File: src/rtl/wb_wait_slave_pkg.sv
// Shared types for the Wishbone wait-state slave: FSM state encoding and a
// helper that sizes the wait-state counter.
package wb_wait_slave_pkg;

  typedef enum logic [1:0] {
    SLAVE_STATE_IDLE,
    SLAVE_STATE_DELAY,
    SLAVE_STATE_RESPOND
  } slave_state_t;

  // Counter must hold ACK_DELAY itself; keep at least one bit for ACK_DELAY 0/1.
  function automatic int delay_cnt_width(input int ack_delay);
    return (ack_delay > 1) ? $clog2(ack_delay + 1) : 1;
  endfunction

endpackage

File: src/rtl/wb_wait_slave_if.sv
// Wishbone B4 classic-cycle bundle between a master and wb_wait_slave.
interface wb_wait_slave_if #(
  parameter int ADDR_WIDTH = 4,
  parameter int DATA_WIDTH = 32
) ();

  logic                      cyc_i;
  logic                      stb_i;
  logic                      we_i;
  logic [ADDR_WIDTH-1:0]     adr_i;
  logic [DATA_WIDTH-1:0]     dat_i;
  logic [DATA_WIDTH/8-1:0]   sel_i;
  logic [DATA_WIDTH-1:0]     dat_o;
  logic                      ack_o;
  logic                      err_o;

  modport master (
    output cyc_i, stb_i, we_i, adr_i, dat_i, sel_i,
    input  dat_o, ack_o, err_o
  );

  modport slave (
    input  cyc_i, stb_i, we_i, adr_i, dat_i, sel_i,
    output dat_o, ack_o, err_o
  );

endinterface

File: src/rtl/wb_regfile.sv
// NUM_REGS x DATA_WIDTH register bank: byte-enable write port, one registered
// read port. Every register clears on reset.
module wb_regfile #(
  parameter int NUM_REGS   = 8,
  parameter int DATA_WIDTH = 32,
  parameter int ADDR_WIDTH = 4
) (
  input  logic                    clk_i,
  input  logic                    rst_i,
  input  logic                    wr_en_i,
  input  logic [ADDR_WIDTH-1:0]   wr_addr_i,
  input  logic [DATA_WIDTH-1:0]   wr_data_i,
  input  logic [DATA_WIDTH/8-1:0] wr_sel_i,
  input  logic [ADDR_WIDTH-1:0]   rd_addr_i,
  output logic [DATA_WIDTH-1:0]   rd_data_o
);

  localparam int NB = DATA_WIDTH / 8;

  logic [DATA_WIDTH-1:0] reg_vals [NUM_REGS];
  logic [DATA_WIDTH-1:0] rd_data_q, rd_data_d;

  genvar gi, gb;
  generate
    for (gi = 0; gi < NUM_REGS; gi++) begin : g_reg
      logic [DATA_WIDTH-1:0] reg_q, reg_d;
      logic                  hit;

      assign hit = wr_en_i && (wr_addr_i == ADDR_WIDTH'(gi));

      for (gb = 0; gb < NB; gb++) begin : g_byte
        assign reg_d[8*gb +: 8] = (hit && wr_sel_i[gb]) ? wr_data_i[8*gb +: 8]
                                                        : reg_q[8*gb +: 8];
      end

      always_ff @(posedge clk_i) begin
        if (rst_i) reg_q <= '0;
        else       reg_q <= reg_d;
      end

      assign reg_vals[gi] = reg_q;
    end
  endgenerate

  // Out-of-range addresses read as zero; the top never exposes them anyway.
  always_comb begin
    rd_data_d = '0;
    for (int i = 0; i < NUM_REGS; i++) begin
      if (rd_addr_i == ADDR_WIDTH'(i)) rd_data_d = reg_vals[i];
    end
  end

  always_ff @(posedge clk_i) begin
    if (rst_i) rd_data_q <= '0;
    else       rd_data_q <= rd_data_d;
  end

  assign rd_data_o = rd_data_q;

endmodule

File: src/rtl/wb_wait_slave.sv
// Wishbone classic slave: register bank, programmable ack latency, status
// register counting acks at the top address, err_o for unmapped addresses.
module wb_wait_slave
  import wb_wait_slave_pkg::*;
#(
  parameter int ADDR_WIDTH = 4,
  parameter int DATA_WIDTH = 32,
  parameter int NUM_REGS   = 8,
  parameter int ACK_DELAY  = 2
) (
  input  logic             clk_i,
  input  logic             rst_i,
  wb_wait_slave_if.slave   bus
);

  localparam int                  SW         = DATA_WIDTH / 8;
  localparam int                  CW         = delay_cnt_width(ACK_DELAY);
  localparam logic [ADDR_WIDTH:0] NREGS_L    = (ADDR_WIDTH+1)'(NUM_REGS);
  localparam logic [ADDR_WIDTH-1:0] STATUS_ADR = '1;

  slave_state_t            state_q, state_d;
  logic [CW-1:0]           dly_q, dly_d;
  logic                    we_q, we_d;
  logic [ADDR_WIDTH-1:0]   adr_q, adr_d;
  logic [DATA_WIDTH-1:0]   wdat_q, wdat_d;
  logic [SW-1:0]           sel_q, sel_d;
  logic                    ack_q, ack_d;
  logic                    err_q, err_d;
  logic                    rd_reg_q, rd_reg_d;
  logic [DATA_WIDTH-1:0]   stat_dat_q, stat_dat_d;
  logic [DATA_WIDTH-1:0]   ack_cnt_q, ack_cnt_d;

  logic                    req, in_idle, go_respond, is_reg, is_stat, wr_en;
  logic                    cur_we;
  logic [ADDR_WIDTH-1:0]   cur_adr;
  logic [DATA_WIDTH-1:0]   cur_dat, rf_rdata;
  logic [SW-1:0]           cur_sel;

  // With ACK_DELAY = 0 the response is decided on the sampling edge itself,
  // so the datapath looks at the live bus in IDLE and the latched copy later.
  assign req     = bus.cyc_i & bus.stb_i;
  assign in_idle = (state_q == SLAVE_STATE_IDLE);
  assign cur_we  = in_idle ? bus.we_i  : we_q;
  assign cur_adr = in_idle ? bus.adr_i : adr_q;
  assign cur_dat = in_idle ? bus.dat_i : wdat_q;
  assign cur_sel = in_idle ? bus.sel_i : sel_q;
  assign is_reg  = ({1'b0, cur_adr} < NREGS_L);
  assign is_stat = (cur_adr == STATUS_ADR);

  always_comb begin
    state_d    = state_q;
    dly_d      = dly_q;
    we_d       = we_q;
    adr_d      = adr_q;
    wdat_d     = wdat_q;
    sel_d      = sel_q;
    go_respond = 1'b0;
    case (state_q)
      SLAVE_STATE_IDLE: begin
        if (req) begin
          we_d   = bus.we_i;
          adr_d  = bus.adr_i;
          wdat_d = bus.dat_i;
          sel_d  = bus.sel_i;
          dly_d  = CW'(ACK_DELAY);
          if (ACK_DELAY == 0) begin
            state_d    = SLAVE_STATE_RESPOND;
            go_respond = 1'b1;
          end else begin
            state_d = SLAVE_STATE_DELAY;
          end
        end
      end
      SLAVE_STATE_DELAY: begin
        if (!req) begin
          state_d = SLAVE_STATE_IDLE;
        end else if (dly_q == CW'(1)) begin
          state_d    = SLAVE_STATE_RESPOND;
          go_respond = 1'b1;
        end else begin
          dly_d = dly_q - CW'(1);
        end
      end
      default: state_d = SLAVE_STATE_IDLE;
    endcase
  end

  always_comb begin
    ack_d      = go_respond & (is_reg | is_stat);
    err_d      = go_respond & ~(is_reg | is_stat);
    rd_reg_d   = go_respond & is_reg & ~cur_we;
    stat_dat_d = (go_respond & is_stat & ~cur_we) ? ack_cnt_q : '0;
    wr_en      = go_respond & is_reg & cur_we;
    // A status clear wins over the increment from its own ack.
    if (go_respond && is_stat && cur_we) ack_cnt_d = '0;
    else if (ack_d)                      ack_cnt_d = ack_cnt_q + 1'b1;
    else                                 ack_cnt_d = ack_cnt_q;
  end

  always_ff @(posedge clk_i) begin
    if (rst_i) begin
      state_q    <= SLAVE_STATE_IDLE;
      dly_q      <= '0;
      we_q       <= 1'b0;
      adr_q      <= '0;
      wdat_q     <= '0;
      sel_q      <= '0;
      ack_q      <= 1'b0;
      err_q      <= 1'b0;
      rd_reg_q   <= 1'b0;
      stat_dat_q <= '0;
      ack_cnt_q  <= '0;
    end else begin
      state_q    <= state_d;
      dly_q      <= dly_d;
      we_q       <= we_d;
      adr_q      <= adr_d;
      wdat_q     <= wdat_d;
      sel_q      <= sel_d;
      ack_q      <= ack_d;
      err_q      <= err_d;
      rd_reg_q   <= rd_reg_d;
      stat_dat_q <= stat_dat_d;
      ack_cnt_q  <= ack_cnt_d;
    end
  end

  wb_regfile #(
    .NUM_REGS   (NUM_REGS),
    .DATA_WIDTH (DATA_WIDTH),
    .ADDR_WIDTH (ADDR_WIDTH)
  ) u_regfile (
    .clk_i     (clk_i),
    .rst_i     (rst_i),
    .wr_en_i   (wr_en),
    .wr_addr_i (cur_adr),
    .wr_data_i (cur_dat),
    .wr_sel_i  (cur_sel),
    .rd_addr_i (cur_adr),
    .rd_data_o (rf_rdata)
  );

  assign bus.ack_o = ack_q;
  assign bus.err_o = err_q;
  assign bus.dat_o = rd_reg_q ? rf_rdata : stat_dat_q;

endmodule

File: src/flat_wrapper.sv
// flat-port wrapper written by rule: the top's interface ports become plain ports
module wb_wait_slave_flat import wb_wait_slave_pkg::*;
#(
  parameter int ADDR_WIDTH = 4,
  parameter int DATA_WIDTH = 32,
  parameter int NUM_REGS   = 8,
  parameter int ACK_DELAY  = 2
)
  (clk_i, rst_i, bus_cyc_i, bus_stb_i, bus_we_i, bus_adr_i, bus_dat_i, bus_sel_i, bus_dat_o, bus_ack_o, bus_err_o);
  wb_wait_slave_if #(.ADDR_WIDTH(ADDR_WIDTH), .DATA_WIDTH(DATA_WIDTH)) bus_i ();
  input  logic clk_i;
  input  logic rst_i;
  input wire logic [$bits(bus_i.cyc_i)-1:0] bus_cyc_i;
  input wire logic [$bits(bus_i.stb_i)-1:0] bus_stb_i;
  input wire logic [$bits(bus_i.we_i)-1:0] bus_we_i;
  input wire logic [$bits(bus_i.adr_i)-1:0] bus_adr_i;
  input wire logic [$bits(bus_i.dat_i)-1:0] bus_dat_i;
  input wire logic [$bits(bus_i.sel_i)-1:0] bus_sel_i;
  output wire logic [$bits(bus_i.dat_o)-1:0] bus_dat_o;
  output wire logic [$bits(bus_i.ack_o)-1:0] bus_ack_o;
  output wire logic [$bits(bus_i.err_o)-1:0] bus_err_o;
  assign bus_i.cyc_i = bus_cyc_i;
  assign bus_i.stb_i = bus_stb_i;
  assign bus_i.we_i = bus_we_i;
  assign bus_i.adr_i = bus_adr_i;
  assign bus_i.dat_i = bus_dat_i;
  assign bus_i.sel_i = bus_sel_i;
  assign bus_dat_o = bus_i.dat_o;
  assign bus_ack_o = bus_i.ack_o;
  assign bus_err_o = bus_i.err_o;
  wb_wait_slave #(.ADDR_WIDTH(ADDR_WIDTH), .DATA_WIDTH(DATA_WIDTH), .NUM_REGS(NUM_REGS), .ACK_DELAY(ACK_DELAY)) u_core (.clk_i(clk_i), .rst_i(rst_i), .bus(bus_i));
endmodule
File: config.mk
export PLATFORM = sky130hd
export DESIGN_NAME = wb_wait_slave_flat
export DESIGN_NICKNAME = d
export VERILOG_FILES = /design/src/rtl/wb_wait_slave_pkg.sv /design/src/rtl/wb_wait_slave_if.sv /design/src/rtl/wb_regfile.sv /design/src/rtl/wb_wait_slave.sv /design/src/flat_wrapper.sv
export SDC_FILE = /design/constraint.sdc
export NUM_CORES = 1
export LEC_CHECK = 0
export ABC_AREA = 1
export CORE_MARGIN = 1
export CORE_UTILIZATION = 35
export CTS_BUF_LIST = sky130_fd_sc_hd__clkbuf_8
export CTS_CLUSTER_DIAMETER = 120
export CTS_CLUSTER_SIZE = 20
export DETAILED_ROUTE_END_ITERATION = 10
export MAX_ROUTING_LAYER = met4
export SYNTH_ARGS = -nofsm -noshare
export SYNTH_HDL_FRONTEND = slang
export SYNTH_SLANG_ARGS = --single-unit
File: constraint.sdc
create_clock -name clk_i -period 2.5 [get_ports clk_i]
set_input_delay 0.25 -clock clk_i [delete_from_list [all_inputs] [get_ports clk_i]]
set_output_delay 0.25 -clock clk_i [all_outputs]
set_load 0.02 [all_outputs]
---- Word-level counts from Yosys, hierarchy flattened ----
Cells that the tools add are included.
operators by class
  $add $sub $neg .......................... 2
  $lt $le $gt $ge ......................... 1
  equality and inequality tests ........... 14
  multiplexer cells ....................... 24
  bitwise gates (word level) .............. 12
  reductions and logical operators ........ 50
operators with widths
  cell                   count
  $mux 32                10
  $logic_and 1x1->1      42
  $add 32x1->32 const B  1
  $eq 4x3->1 const B     4
  $mux 2                 6
  $and 1x1->1            8
  $eq 4x2->1 const B     2
  $mux 4                 2
  $pmux 2 s2             2
  $eq 2x1->1 const B     2
  $eq 4x1->1 const B     1
  $eq 4x4->1 const B     1
  $logic_not 4->1        1
  $lt 4x4->1 const B     1
  $mux 1                 4
  $ne 2x1->1 const B     2
  $reduce_and 2->1       2
  $reduce_and 4->1       1
  $reduce_or 2->1        2
  $ne 3x3->1 const B     1
  $not 1->1              3
  $logic_not 2->1        1
  $ne 2x2->1 const B     1
  $reduce_bool 2->1      1
  2 further kinds        2
word-level totals
  flip-flop bits (word level) ............. 400
  bits of input ports ..................... 45
  output and inout port bits .............. 34
  word-level logic and storage cells ...... 147

---- Longest topological paths before layout ----
  depth in word-level cells ............... 11
  depth in mapped cells ................... 15
  depth with buffers taken out ............ 13

---- Modules after synthesis ----
Synthesis repeated with hierarchy kept, for this count alone.
second synthesis, totals
  cell total of the unflattened synthesis .. 2443
  area total of the unflattened synthesis .. 17200.2 um2
modules (own cells, without submodules)
  module         times used  cells an instance  area an instance (um2)  sequential area each (um2)
  wb_regfile     1           1649               11788.8                 5765.5
  wb_wait_slave  1           794                5411.4                  2242.2

---- Worst setup path before layout ----
No wires, ideal clock.
  kind .................................... register to register
  start point ............................. register u_core.dly_q[1]
  end point ............................... register u_core.u_regfile.g_reg[1].reg_q[30]
  library setup time ...................... 0.119 ns
  data arrival time ....................... 1.781 ns
  data required time ...................... 2.381 ns
  setup slack ............................. 0.599 ns
  cell stages (with the launch flop) ...... 12
  path buffers ............................ 2
  clock period less this slack ............ 1.901 ns
  path through ............................ dfxtp_1 inv_1 ha_1 nand2_1 nor3_1 nand2_1 nor2_1 buf_4 nand3_1 buf_2 o21ai_0 a21oi_1
between the ends
  cells in the longest elaborated chain, start to end .. 8
RTL lines
  element                    line                  RTL
  start: declaration         wb_wait_slave.sv:22   logic [CW-1:0] dly_q, dly_d;
  start signal: assignment   wb_wait_slave.sv:115  dly_q <= dly_d;
  $eq 2x1->1                 wb_wait_slave.sv:77   end else if (dly_q == CW'(1)) begin
  $mux 1                     wb_wait_slave.sv:77
  $mux 1                     wb_wait_slave.sv:75   if (!req) begin
  $mux 1                     wb_wait_slave.sv:58   case (state_q)
  $and 1x1->1 (2 in series)  wb_wait_slave.sv:93   wr_en = go_respond & is_reg & cur_we;
  $logic_and 1x1->1          wb_regfile.sv:29      assign hit = wr_en_i && (wr_addr_i == ADDR_WIDTH'(gi));
  $logic_and 1x1->1          wb_regfile.sv:32      assign reg_d[8*gb +: 8] = (hit && wr_sel_i[gb]) ? wr_data_i[8*gb +: 8]
  end signal: assignment     wb_regfile.sv:38      else reg_q <= reg_d;
  end: declaration           wb_regfile.sv:26      logic [DATA_WIDTH-1:0] reg_q, reg_d;
Every way passes these cells.
A chain may end at the register's enable or synchronous reset.

---- Worst setup path in the final report ----
  start point ............................. register u_core.rd_reg_q
  end point ............................... output bus_dat_o[12]
between the ends
  cells in the longest elaborated chain, start to end .. 1
RTL lines
  element                   line                  RTL
  start: declaration        wb_wait_slave.sv:29   logic rd_reg_q, rd_reg_d;
  start signal: assignment  wb_wait_slave.sv:122  rd_reg_q <= rd_reg_d;
  $mux 32                   wb_wait_slave.sv:145  assign bus.dat_o = rd_reg_q ? rf_rdata : stat_dat_q;
  end: declaration          flat_wrapper.sv:19    output wire logic [$bits(bus_i.dat_o)-1:0] bus_dat_o;
Every way passes these cells.

==> impl_metrics.py <==
metrics = {
    "run_status": {
        "status": "completed",
    },
    "global_routing": {
        "grt_overflow": 0,
        "antenna_found_initial": 0,
        "first_global_vias": 14280,
        "grt_start_max_net_pins": 136,
        "grt_pass1_wl_um": 75470,
        "grt.total_usage_pct": 19.26,
    },
    "timing": {
        "post-route-min-period_ns": 2.389,
        "rsz0062_at_grt": "false",
        "worst_slack_ns": 0.1111,
        "max_slew_margin_pct": 45.98,
        "skew_ns": 0.05071,
        "period_share_pct": 95.55,
        "setup_viol": 0,
        "hold_viol_final": 0,
        "max_freq_ghz": 0.4186,
        "finalMaxSlewViolations": 0,
        "fin_hold_ws_ns": 0.06542,
        "worstMarginPinSlew_ns": 0.8049,
    },
    "logic_synthesis": {
        "synth_nets": 2419,
        "yosysSeqAreaShare_pct": 46.65,
        "yosys_warnings": 0,
        "synth_edf_count": 0,
        "netlist_top_cells_count": "dfxtp_1, nand2_1, a21oi_1, inv_1, o21ai_0",
        "synth_area_um2": 17160,
        "syn_area_per_cell_um2": 7.236,
        "synth_area_leaders": "dfxtp_1, a21oi_1, nand2_1",
        "synthFlopType": "dfxtp_1",
        "synth_top_area_share_pct": 46.65,
        "synth_cells": 2372,
        "synth_most_common_cell": "dfxtp_1",
        "synth_top_area_cell": "dfxtp_1",
        "synth-seq-cells": 400,
        "synth_cell_type_count": 30,
        "postSynth.asyncResetShare_pct": 0,
    },
    "power": {
        "powerDensity_nw_per_um2": 519.1,
        "irDropWorstVdd_mv": 0.2920,
        "p_leak_nw": 6.938,
        "power_mw": 10.09,
    },
    "route": {
        "ant_nets": 0,
        "wirelength_um": 47260,
        "dr_total_vias": 15120,
        "vias_per_cell": 4.952,
        "avgRoutedWirePerCell_um": 15.48,
        "dr.pass1.iters": 5,
        "drc_errors": 0,
        "dr.first_iter.drc_count": 1148,
    },
    "clock_network": {
        "clock_sinks": 400,
        "cts_tree": "yes",
        "cts_buffers": 23,
        "clk_pin_slew_worst_paths_ns": 0.11,
        "ctsHoldBuffers": 0,
        "clock_latency_ns": 0.63,
        "clock_path_buffers": 3,
        "htreeDepth": 1,
        "root_buffer": "clkbuf_8",
    },
    "critical_path": {
        "critical_path_class": "flop to output port",
        "start_kind": "flop",
        "setup.worst_path.end_class": "output port",
        "rr_startpoint": "u_core.state_q[1]",
        "worst-r2r-setup-slack_ns": 0.20,
        "critPathArrivalTime_ns": 2.14,
        "cp_max_fo": 24,
        "startpoint": "u_core.rd_reg_q",
        "cp.required_ns": 2.25,
    },
    "floorplanning": {
        "core_area_um2": 48050,
        "core.rowCount": 80,
        "die_x_um": 223.5,
        "fp.dieH_um": 223.5,
        "io_pins": 79,
        "die_area_um2": 49930,
        "start_util_pct": 35.72,
    },
    "finish": {
        "drive_above_1_share_pct": 8.323,
        "diodes": 0,
        "syn_to_final_growth_pct": 13.30,
        "fin_area_um2": 19450,
        "fin_nets": 2487,
        "final_core_util_pct": 40.48,
    },
    "worst_hold_path": {
        "hold_start": "rst_i",
        "holdCritPathClass": "input port to flop",
    },
    "place": {
        "place_hpwl_um": 33230,
        "placed_area_um2": 19050,
        "pre_cts_ws_ns": -0.1049,
        "place_congestion": 0.8928,
        "portBuffers": 78,
    },
    "run": {
        "maxCapViolations": 0,
    },
}
metal layers:
| layer | part of all wire [%] | GRT usage (%) |
|---|---|---|
| met2 | 49 | 32.99 |
| met4 | 2.5 | 5.524 |
| met5 | 0 | - |
| met3 | 3.5 | 1.475 |
| met1 | 45 | 24.24 |
placed cells by master, fill, tap and decap left out, types with 7 or more instances in the layout:
cell / count
a211oi_1: 7
a21oi_1: 349
buf_12: 12
buf_4: 79
clkbuf_8: 23
clkdlybuf4s50_1: 77
dfxtp_1: 398
inv_1: 341
inv_2: 13
mux2_2: 32
nand2_1: 366
nand3_1: 136
nand3_2: 7
nand4_1: 38
nor2_1: 169
nor2_4: 10
nor3_1: 20
o21ai_0: 259
o21ai_1: 43
xor2_1: 24
critical path, stage by stage, from the launching register on:
cell             delay (ns)
dfxtp_1                0.38
buf_8                  0.22
mux2_2                 0.40
clkdlybuf4s50_1        0.54
report_power, final:
group / internal [mW] / switching [mW]
registers: 6.43 / 0.0190
logic: 0.266 / 0.584
clock network: 0.840 / 1.96
total: 7.53 / 2.56
cell families (layout without fill, tap and decap cells):
group,Yosys count,after routing,synth area share [%]
xor+xnor,24,24,1.225
compound gates,659,659,19.34
mux,32,32,2.099
flops,400,400,46.65
buf+inv,487,553,10.97
fa+ha+maj,2,2,0.1458
simple gates,768,769,19.57
what timing repair did:
action                                  in CTS  in global routing
pin swaps                                    0                  1
hold endpoints to repair                     0                  0
cloned                                       0                  1
endpoints found under the setup margin      18                 97
resized for setup                            2                 19
setup buffers                                0                  0
stage by stage:
| stage | cells | TNS (ns) |
|---|---|---|
| final | 3054 | 0 |
| after global routing | 3054 | 0 |
| after CTS | 3053 | 0 |
| after detailed placement | 3029 | -0.5141 |
| after global placement | 3029 | -0.3224 |
| after floorplan | 2372 | 0 |
state kept, by name (all words and copies together), names as in the netlist:
register / count
u_core.wdat_q: 32
u_core.u_regfile.g.reg_q: 256
u_core.bus.err_o: 1
u_core.stat_dat_q: 32
u_core.dly_q: 2
u_core.ack_cnt_q: 32
u_core.state_q: 2
u_core.bus.ack_o: 1
u_core.sel_q: 4
u_core.adr_q: 4
u_core.we_q: 1
u_core.u_regfile.rd_data_o: 32
u_core.rd_reg_q: 1
cell type report:
| class | instances | area, um2 |
|---|---|---|
| Fill cell | 4971 | 28600 |
| Sequential cell | 400 | 8010 |
| Multi-Input combinational cell | 1486 | 7360 |
| Timing Repair Buffer | 171 | 1635 |
| Inverter | 358 | 1349 |
| Tap cell | 615 | 769.5 |
| Clock buffer | 23 | 316.6 |
| Clock inverter | 1 | 7.507 |
worst paths after layout:
check	to	cells past startpoint
min reg2reg	u_core.u_regfile.g_reg[5].reg_q[7]	2
min	u_core.u_regfile.rd_data_o[1]	2
max reg2reg	u_core.u_regfile.rd_data_o[27]	14
max	bus_dat_o[12]	3
Power figures use the tool's default switching activity.
